## src/rtl/rnbip_ctrl_seq.sv

```systemverilog
// rnbip_ctrl_seq - fetch/decode/execute sequencer for the RNBIP-2 datapath.
//
// Owns the PC, the instruction register and the immediate register (OR2).
// It drives the register file's write controls and the ALU opcode, and it
// runs the byte-wide instruction-memory fetch handshake.
//
// Ports:
//   clk        in   system clock, rising edge
//   clr        in   synchronous active-high reset; also forces we=0 at once
//   mem_addr   out  8  fetch address (= PC)
//   mem_rd     out  fetch request (FETCH, IMM)
//   mem_ack    in   fetch data valid (ignored while mem_rd=0)
//   mem_data   in   8  fetched byte
//   we         out  register-file write enable (EXEC only)
//   mux_sel    out  3  register-file write-source select (111 = no write)
//   read_seg   out  3  register-file B-port read index
//   write_seg  out  3  register-file write index
//   or2        out  8  immediate register
//   alu_op     out  3  ALU operation (= IR[5:3])
//   ir         out  8  current instruction
//   halted     out  high while in HALT
module rnbip_ctrl_seq #(
  parameter logic [7:0] PC_RESET = 8'h00
) (
  input  logic       clk,
  input  logic       clr,
  output logic [7:0] mem_addr,
  output logic       mem_rd,
  input  logic       mem_ack,
  input  logic [7:0] mem_data,
  output logic       we,
  output logic [2:0] mux_sel,
  output logic [2:0] read_seg,
  output logic [2:0] write_seg,
  output logic [7:0] or2,
  output logic [2:0] alu_op,
  output logic [7:0] ir,
  output logic       halted
);

  typedef enum logic [2:0] {
    S_FETCH  = 3'd0,
    S_DECODE = 3'd1,
    S_EXEC   = 3'd2,
    S_IMM    = 3'd3,
    S_HALT   = 3'd4
  } state_t;

  state_t     r_state;
  state_t     w_next;
  logic [7:0] r_pc;
  logic [7:0] r_ir;
  logic [7:0] r_or2;

  logic [1:0] w_cls;
  logic [2:0] w_f1;
  logic [2:0] w_f2;
  logic [2:0] w_rsel;
  logic       w_we;

  assign w_cls = r_ir[7:6];
  assign w_f1  = r_ir[5:3];
  assign w_f2  = r_ir[2:0];

  // B-port index is a pure function of IR, so it stays stable from DECODE
  // through EXEC without a separate holding register.
  always_comb begin
    w_rsel = '0;
    if (w_cls == 2'b00 || w_cls == 2'b01)
      w_rsel = w_f2;
    else if (w_cls == 2'b11 && w_f2 == 3'b010)
      w_rsel = w_f1;
  end

  always_ff @(posedge clk) begin
    if (clr) begin
      r_state <= S_FETCH;
      r_pc    <= PC_RESET;
      r_ir    <= '0;
      r_or2   <= '0;
    end else begin
      r_state <= w_next;
      if (r_state == S_FETCH && mem_ack) begin
        r_ir <= mem_data;
        r_pc <= r_pc + 8'd1;
      end
      if (r_state == S_IMM && mem_ack) begin
        r_or2 <= mem_data;
        r_pc  <= r_pc + 8'd1;
      end
    end
  end

  always_comb begin
    w_next = r_state;
    case (r_state)
      S_FETCH:  if (mem_ack) w_next = S_DECODE;
      S_DECODE: begin
        if (w_cls == 2'b10)
          w_next = S_IMM;
        else if (w_cls == 2'b11 && w_f2 == 3'b111)
          w_next = S_HALT;
        else
          w_next = S_EXEC;
      end
      S_IMM:    if (mem_ack) w_next = S_EXEC;
      S_EXEC:   w_next = S_FETCH;
      S_HALT:   w_next = S_HALT;
      default:  w_next = S_FETCH;
    endcase
  end

  always_comb begin
    w_we      = 1'b0;
    mux_sel   = 3'b111;
    write_seg = '0;
    read_seg  = '0;
    mem_rd    = 1'b0;
    case (r_state)
      S_FETCH:  mem_rd = 1'b1;
      S_DECODE: read_seg = w_rsel;
      S_IMM: begin
        mem_rd   = 1'b1;
        read_seg = w_rsel;
      end
      S_EXEC: begin
        read_seg = w_rsel;
        case (w_cls)
          2'b00: begin
            w_we      = 1'b1;
            mux_sel   = 3'b001;
            write_seg = w_f1;
          end
          2'b01: begin
            w_we    = 1'b1;
            mux_sel = 3'b011;
          end
          2'b10: begin
            w_we      = 1'b1;
            mux_sel   = 3'b010;
            write_seg = w_f1;
          end
          default: begin
            if (w_f2 == 3'b001) begin
              w_we    = 1'b1;
              mux_sel = 3'b100;
            end else if (w_f2 == 3'b010) begin
              w_we    = 1'b1;
              mux_sel = 3'b101;
            end
          end
        endcase
      end
      default: ;
    endcase
  end

  // clr suppresses the write in the same cycle, ahead of the synchronous reset.
  assign we       = w_we & ~clr;
  assign mem_addr = r_pc;
  assign or2      = r_or2;
  assign alu_op   = w_f1;
  assign ir       = r_ir;
  assign halted   = (r_state == S_HALT);

endmodule
```

## config.mk

```make
export PLATFORM = sky130hd
export DESIGN_NAME = rnbip_ctrl_seq
export DESIGN_NICKNAME = d
export VERILOG_FILES = /design/src/rtl/rnbip_ctrl_seq.sv
export SDC_FILE = /design/constraint.sdc
export NUM_CORES = 1
export LEC_CHECK = 0
export BUFFER_PORTS_ARGS = -buffer_cell sky130_fd_sc_hd__clkbuf_2
export CORE_MARGIN = 2
export CORE_UTILIZATION = 49
export CTS_CLUSTER_DIAMETER = 40
export CTS_CLUSTER_SIZE = 30
export DETAILED_ROUTE_END_ITERATION = 8
export GPL_TIMING_DRIVEN = 0
export PLACE_DENSITY = 0.8
export RECOVER_POWER = 100
export SLEW_MARGIN = 0
export SYNTH_ARGS = -nofsm -noshare
export SYNTH_HDL_FRONTEND = slang
export SYNTH_SLANG_ARGS = --single-unit
```

## constraint.sdc

```tcl
create_clock -name clk -period 2.2 [get_ports clk]
set_input_delay 0.55 -clock clk [delete_from_list [all_inputs] [get_ports clk]]
set_output_delay 0.55 -clock clk [all_outputs]
set_load 0.005 [all_outputs]
```

## After elaboration in Yosys (flattened, before gate mapping)

Index checks and enable logic that the tools add are counted.

| operators by class | value |
|---|---|
| bitwise operators | 2 |
| add/sub/neg operators | 1 |
| equal/unequal tests | 12 |
| muxes and demuxes | 21 |
| shifts and indexed selects | 0 |
| order comparisons | 0 |
| reduce and logical (&&, ||, !) cells | 13 |
| div/mod/pow operators | 0 |
| multipliers | 0 |

Operator list:

| kind | number |
|---|---|
| 2-to-1 mux 3 bit | 10 |
| 2-to-1 mux 8 bit | 2 |
| one-hot mux 3 bit (4 select lines) | 1 |
| equality test 3 x 2 -> 1 bit (second input constant) | 3 |
| one-hot mux 3 bit (3 select lines) | 1 |
| adder 8 x 1 -> 8 bit (second input constant) | 1 |
| equality test 3 x 1 -> 1 bit (second input constant) | 2 |
| equality test 3 bit (second input constant) | 2 |
| OR reduction 3 bit | 2 |
| 2-to-1 mux 1 bit | 5 |
| equality test 2 bit (second input constant) | 2 |
| logical AND 1 bit | 4 |
| 2-to-1 mux 2 bit | 2 |
| != test 2 bit (second input constant) | 2 |
| OR reduction 2 bit | 2 |
| logical NOT 3 bit | 1 |
| equality test 2 x 1 -> 1 bit (second input constant) | 1 |
| logical NOT 2 bit | 1 |
| AND reduction 2 bit | 1 |
| nonzero test 2 bit | 1 |
| bitwise AND 1 bit | 1 |
| logical OR 1 bit | 1 |
| NOT 1 bit | 1 |

| word-level totals | value |
|---|---|
| word-level logic and storage cells | 53 |
| RAM bits | 0 |
| memories | 0 |
| input port bits | 11 |
| ROM bits | 0 |
| output and inout bits | 39 |
| flip-flop bits (word level) | 27 |
| latch bits | 0 |

## Depth between registers and ports, before layout

| depth | value |
|---|---|
| depth after elaboration | 6 |
| mapped depth | 5 |
| depth with buffers taken out | 5 |

## Worst setup path before layout

No wires, ideal clock.

| path | value |
|---|---|
| path kind | reg-to-output |
| start point | register r_state[1] |
| end point | output write_seg[0] |
| data arrival time | 1205 ps |
| path slack | 445 ps |
| stages on the path, launching flop included | 5 |
| cell sequence | dfxtp_1 -> buf_2 -> or3b_1 -> nor2_1 -> and2_1 |

| on the way | value |
|---|---|
| word-level cells in the longest chain between the ends | 2 |

Ends and longest elaborated chain:

| element | RTL line | source |
|---|---|---|
| from (decl) | 49 | `state_t r_state;` |
| from (signal assigned) | 82 | `r_state <= w_next;` |
| equality test 3 x 2 -> 1 bit | 119 | `case (r_state)` |
| 2-to-1 mux 3 bit | 119 |  |
| to (decl) | 34 | `output logic [2:0] write_seg,` |

Every way passes these cells.

## Worst setup path after layout

| path | value |
|---|---|
| start point | register r_state[1] |
| end point | output mux_sel[1] |

| on the way | value |
|---|---|
| word-level cells in the longest chain between the ends | 2 |

Ends and longest elaborated chain:

| element | RTL line | source |
|---|---|---|
| equality test 3 x 2 -> 1 bit | 119 |  |
| 2-to-1 mux 3 bit | 119 |  |
| to (decl) | 32 | `output logic [2:0] mux_sel,` |

Every way passes these cells.

==> results.sh <==
export IMPL_status="finished with violations"
export IMPL_violations="setup timing"
export IMPL_drt_total_wl_um=3497
export IMPL_power_density_nw_per_um2=527.6
export IMPL_gp_congestion=0.8525
export IMPL_grt_pass1_vias=1301
export IMPL_tritoncts="done"
export IMPL_fin_util_pct=65.54
export IMPL_viasPerCell=5.514
export IMPL_path_cells="buf_8 > or3b_4 > a211o_1 > clkbuf_2"
export IMPL_io_buffers=48
export IMPL_netlist_area_sq_um=1409
export IMPL_max_vdd_ir_drop_uv=478.0
export IMPL_grt_pass1_wl_um=5699
export IMPL_root_buffer="clkbuf_4"
export IMPL_synth_compound_area_share_pct=18.03
export IMPL_nNetsFinal=246
export IMPL_skew_ps=4.569
export IMPL_initial_core_util_pct=51.53
export IMPL_slowest_delay_ps=410
export IMPL_relSlewSlack_pct=67.29
export IMPL_ant_nets=0
export IMPL_grt_max_degree=17
export IMPL_finalHoldViolCount=0
export IMPL_path_max_fanout=7
export IMPL_yosys_warnings=0
export IMPL_n_antenna_cell=0
export IMPL_die_x_um=57.62
export IMPL_final_cell_mix="clkbuf_2, nand2_1, a21oi_1, dfxtp_1"
export IMPL_synthCells=175
export IMPL_via_count=1428
export IMPL_synthTopCellsByArea="dfxtp_1, a21oi_1, nand2_1"
export IMPL_ys_ff_latch=27
export IMPL_synth_ff_type="dfxtp_1"
export IMPL_synth_top_family_by_area="simple AND/OR/NAND/NOR gates"
export IMPL_fin_crit_sh_pct=100.2
export IMPL_ys_types=34
export IMPL_path_buf_inv=2
export IMPL_multi_input_area_sq_um=815.8
export IMPL_total_leakage_power_nw=0.7490
export IMPL_cpMaxStageDelayCell="dfxtp_4"
export IMPL_synth_simple_gate_area_share_pct=30.02
export IMPL_dieArea_sq_um=3320
export IMPL_drt_pass1_iter_count=4
export IMPL_synthMuxAreaShare_pct=0.7993
export IMPL_syn_avg_cell_area_sq_um=8.051
export IMPL_antenna_found_initial=0
export IMPL_async_flop_share_pct=0
export IMPL_regArea_sq_um=553.0
export IMPL_crit_type="reg -> out"
export IMPL_core_sq_um=2734
export IMPL_cp_arrival_ps=1650
export IMPL_hold_class="in -> reg"
export IMPL_io_pins=50
export IMPL_drv_cap=0
export IMPL_ys_seq_area_share_pct=38.37
export IMPL_clkLatencyLatePin_ps=330
export IMPL_path_clk_slew_ps=150
export IMPL_drt_iter0_drc=54
export IMPL_setup_viol=1
export IMPL_ctsHtreeMaxLevel=1
export IMPL_tns_ps=-3.622
export IMPL_row_count=19
export IMPL_fin_ws_ps=-3.622
export IMPL_syn_to_final_growth_pct=27.18
export IMPL_yosys_area_top_type="dfxtp_1"
export IMPL_min_period_ps=2204
export IMPL_finalPower_mw=0.9453
export IMPL_cts_buffers=3
export IMPL_start_kind="flip-flop"
export IMPL_overflow=0
export IMPL_cts_num_sinks=27
export IMPL_tightest_slew_ps=490.7
export IMPL_grt_total_usage_pct=21.15
export IMPL_r2r_setup_slack_ps=660
export IMPL_holdBufCountCts=0
export IMPL_cts_max_path_buffers=2
export IMPL_cp_top_family="flip-flops"
export IMPL_layout_drive_gt1_share_pct=33.33
export IMPL_dieHeight_um=57.62
export IMPL_synth_edff_count=0
export IMPL_rsz0062_at_grt="yes"
export IMPL_synth_xor_xnor_area_share_pct=1.243
export IMPL_hpwlAfterDp_um=2485
export IMPL_end_kind="output port"
export IMPL_drc=0
export IMPL_fmaxAchievable_mhz=453.8
export IMPL_synth_nets=192
export IMPL_fillers=241
export IMPL_synthAdderAreaFrac_pct=5.329
export IMPL_synth_top_area_share_pct=38.37
export IMPL_mostFrequentLayoutCell="clkbuf_2"
export IMPL_finalMaxSlewViolations=0
export IMPL_avgRoutedWirePerCell_um=13.50
export IMPL_critical_path_required_ps=1650
-- repair_timing --
action | 4_1_cts | 5_1_grt
hold endpoints to repair | 0 | 0
resized for setup | 11 | 12
setup endpoints to repair | 8 | 10
pin swaps | 0 | 3
setup buffers | 0 | 2
-- per-stage QoR --
step	setup WS, ps	instances	instance area [sq um]	hold WS (ps)
2_1_floorplan	444.8	175	1409	452.7
3_3_place_gp	225.1	254	1688	443.8
3_5_place_dp	218.4	254	1688	452.4
4_1_cts	15.15	257	1742	428.7
5_1_grt	-43.06	259	1792	431.8
6_report	-3.622	259	1792	438.1
-- sequential cells by signal, summed over array words and instances (netlist names) --
signal	count
ir	8
or2	8
mem_addr	8
r_state	3
-- worst reg2reg max path, stage by stage (launching register included) --
cell and delay, ps:
dfxtp_2 430, nand4b_1 290, nor4_1 360, mux2_2 370
-- routing by layer --
metal	vias to the layer above	wire length, um	global-route usage [%]
li1	719	-	-
met1	659	1573	30.32
met2	46	1719	33.60
met3	4	165	4.018
met4	0	38	3.987
met5	-	0	0
-- logic make-up (layout without fill, tap and decap cells) --
kind of cell / after synthesis / after routing
and+or+nand+nor: 77 / 77
AOI/OAI and AO/OA: 44 / 44
DFF: 27 / 27
buffers and inverters: 18 / 71
adders and majority gates: 6 / 6
xor gates and xnor gates: 2 / 2
muxes: 1 / 1
-- power breakdown --
| part | internal, mW | switching (mW) |
|---|---|---|
| logic | 0.0827 | 0.105 |
| clock network | 0.0696 | 0.155 |
| registers | 0.506 | 0.0268 |
-- final cells by class --
cell class | count | area share (%)
repair buffers | 50 | 14.59
clock inverters | 1 | 0.4190
clock buffers | 3 | 1.257
flip-flops and latches | 27 | 30.87
inverters | 5 | 1.047
well taps | 31 | 2.165
plain buffers | 12 | 4.120
multi-input cells | 130 | 45.53
-- synthesized netlist by cell type, types with 5 or more instances --
cell,instances
nand2_1,33
o21ai_0,6
dfxtp_1,27
a21oi_1,27
nor2_1,8
or4_1,5
o31ai_1,5
ha_1,6
inv_1,5
-- path summary, 6_finish.rpt --
path,start,end,depth (start not counted)
worst max-delay path,r_state[1],mux_sel[1],4
worst min register to register,or2[2],or2[2],2
worst min-delay path,mem_data[7],ir[7],3
worst max register to register,r_state[2],mem_addr[7],3
(Power assumes the default switching activity.)
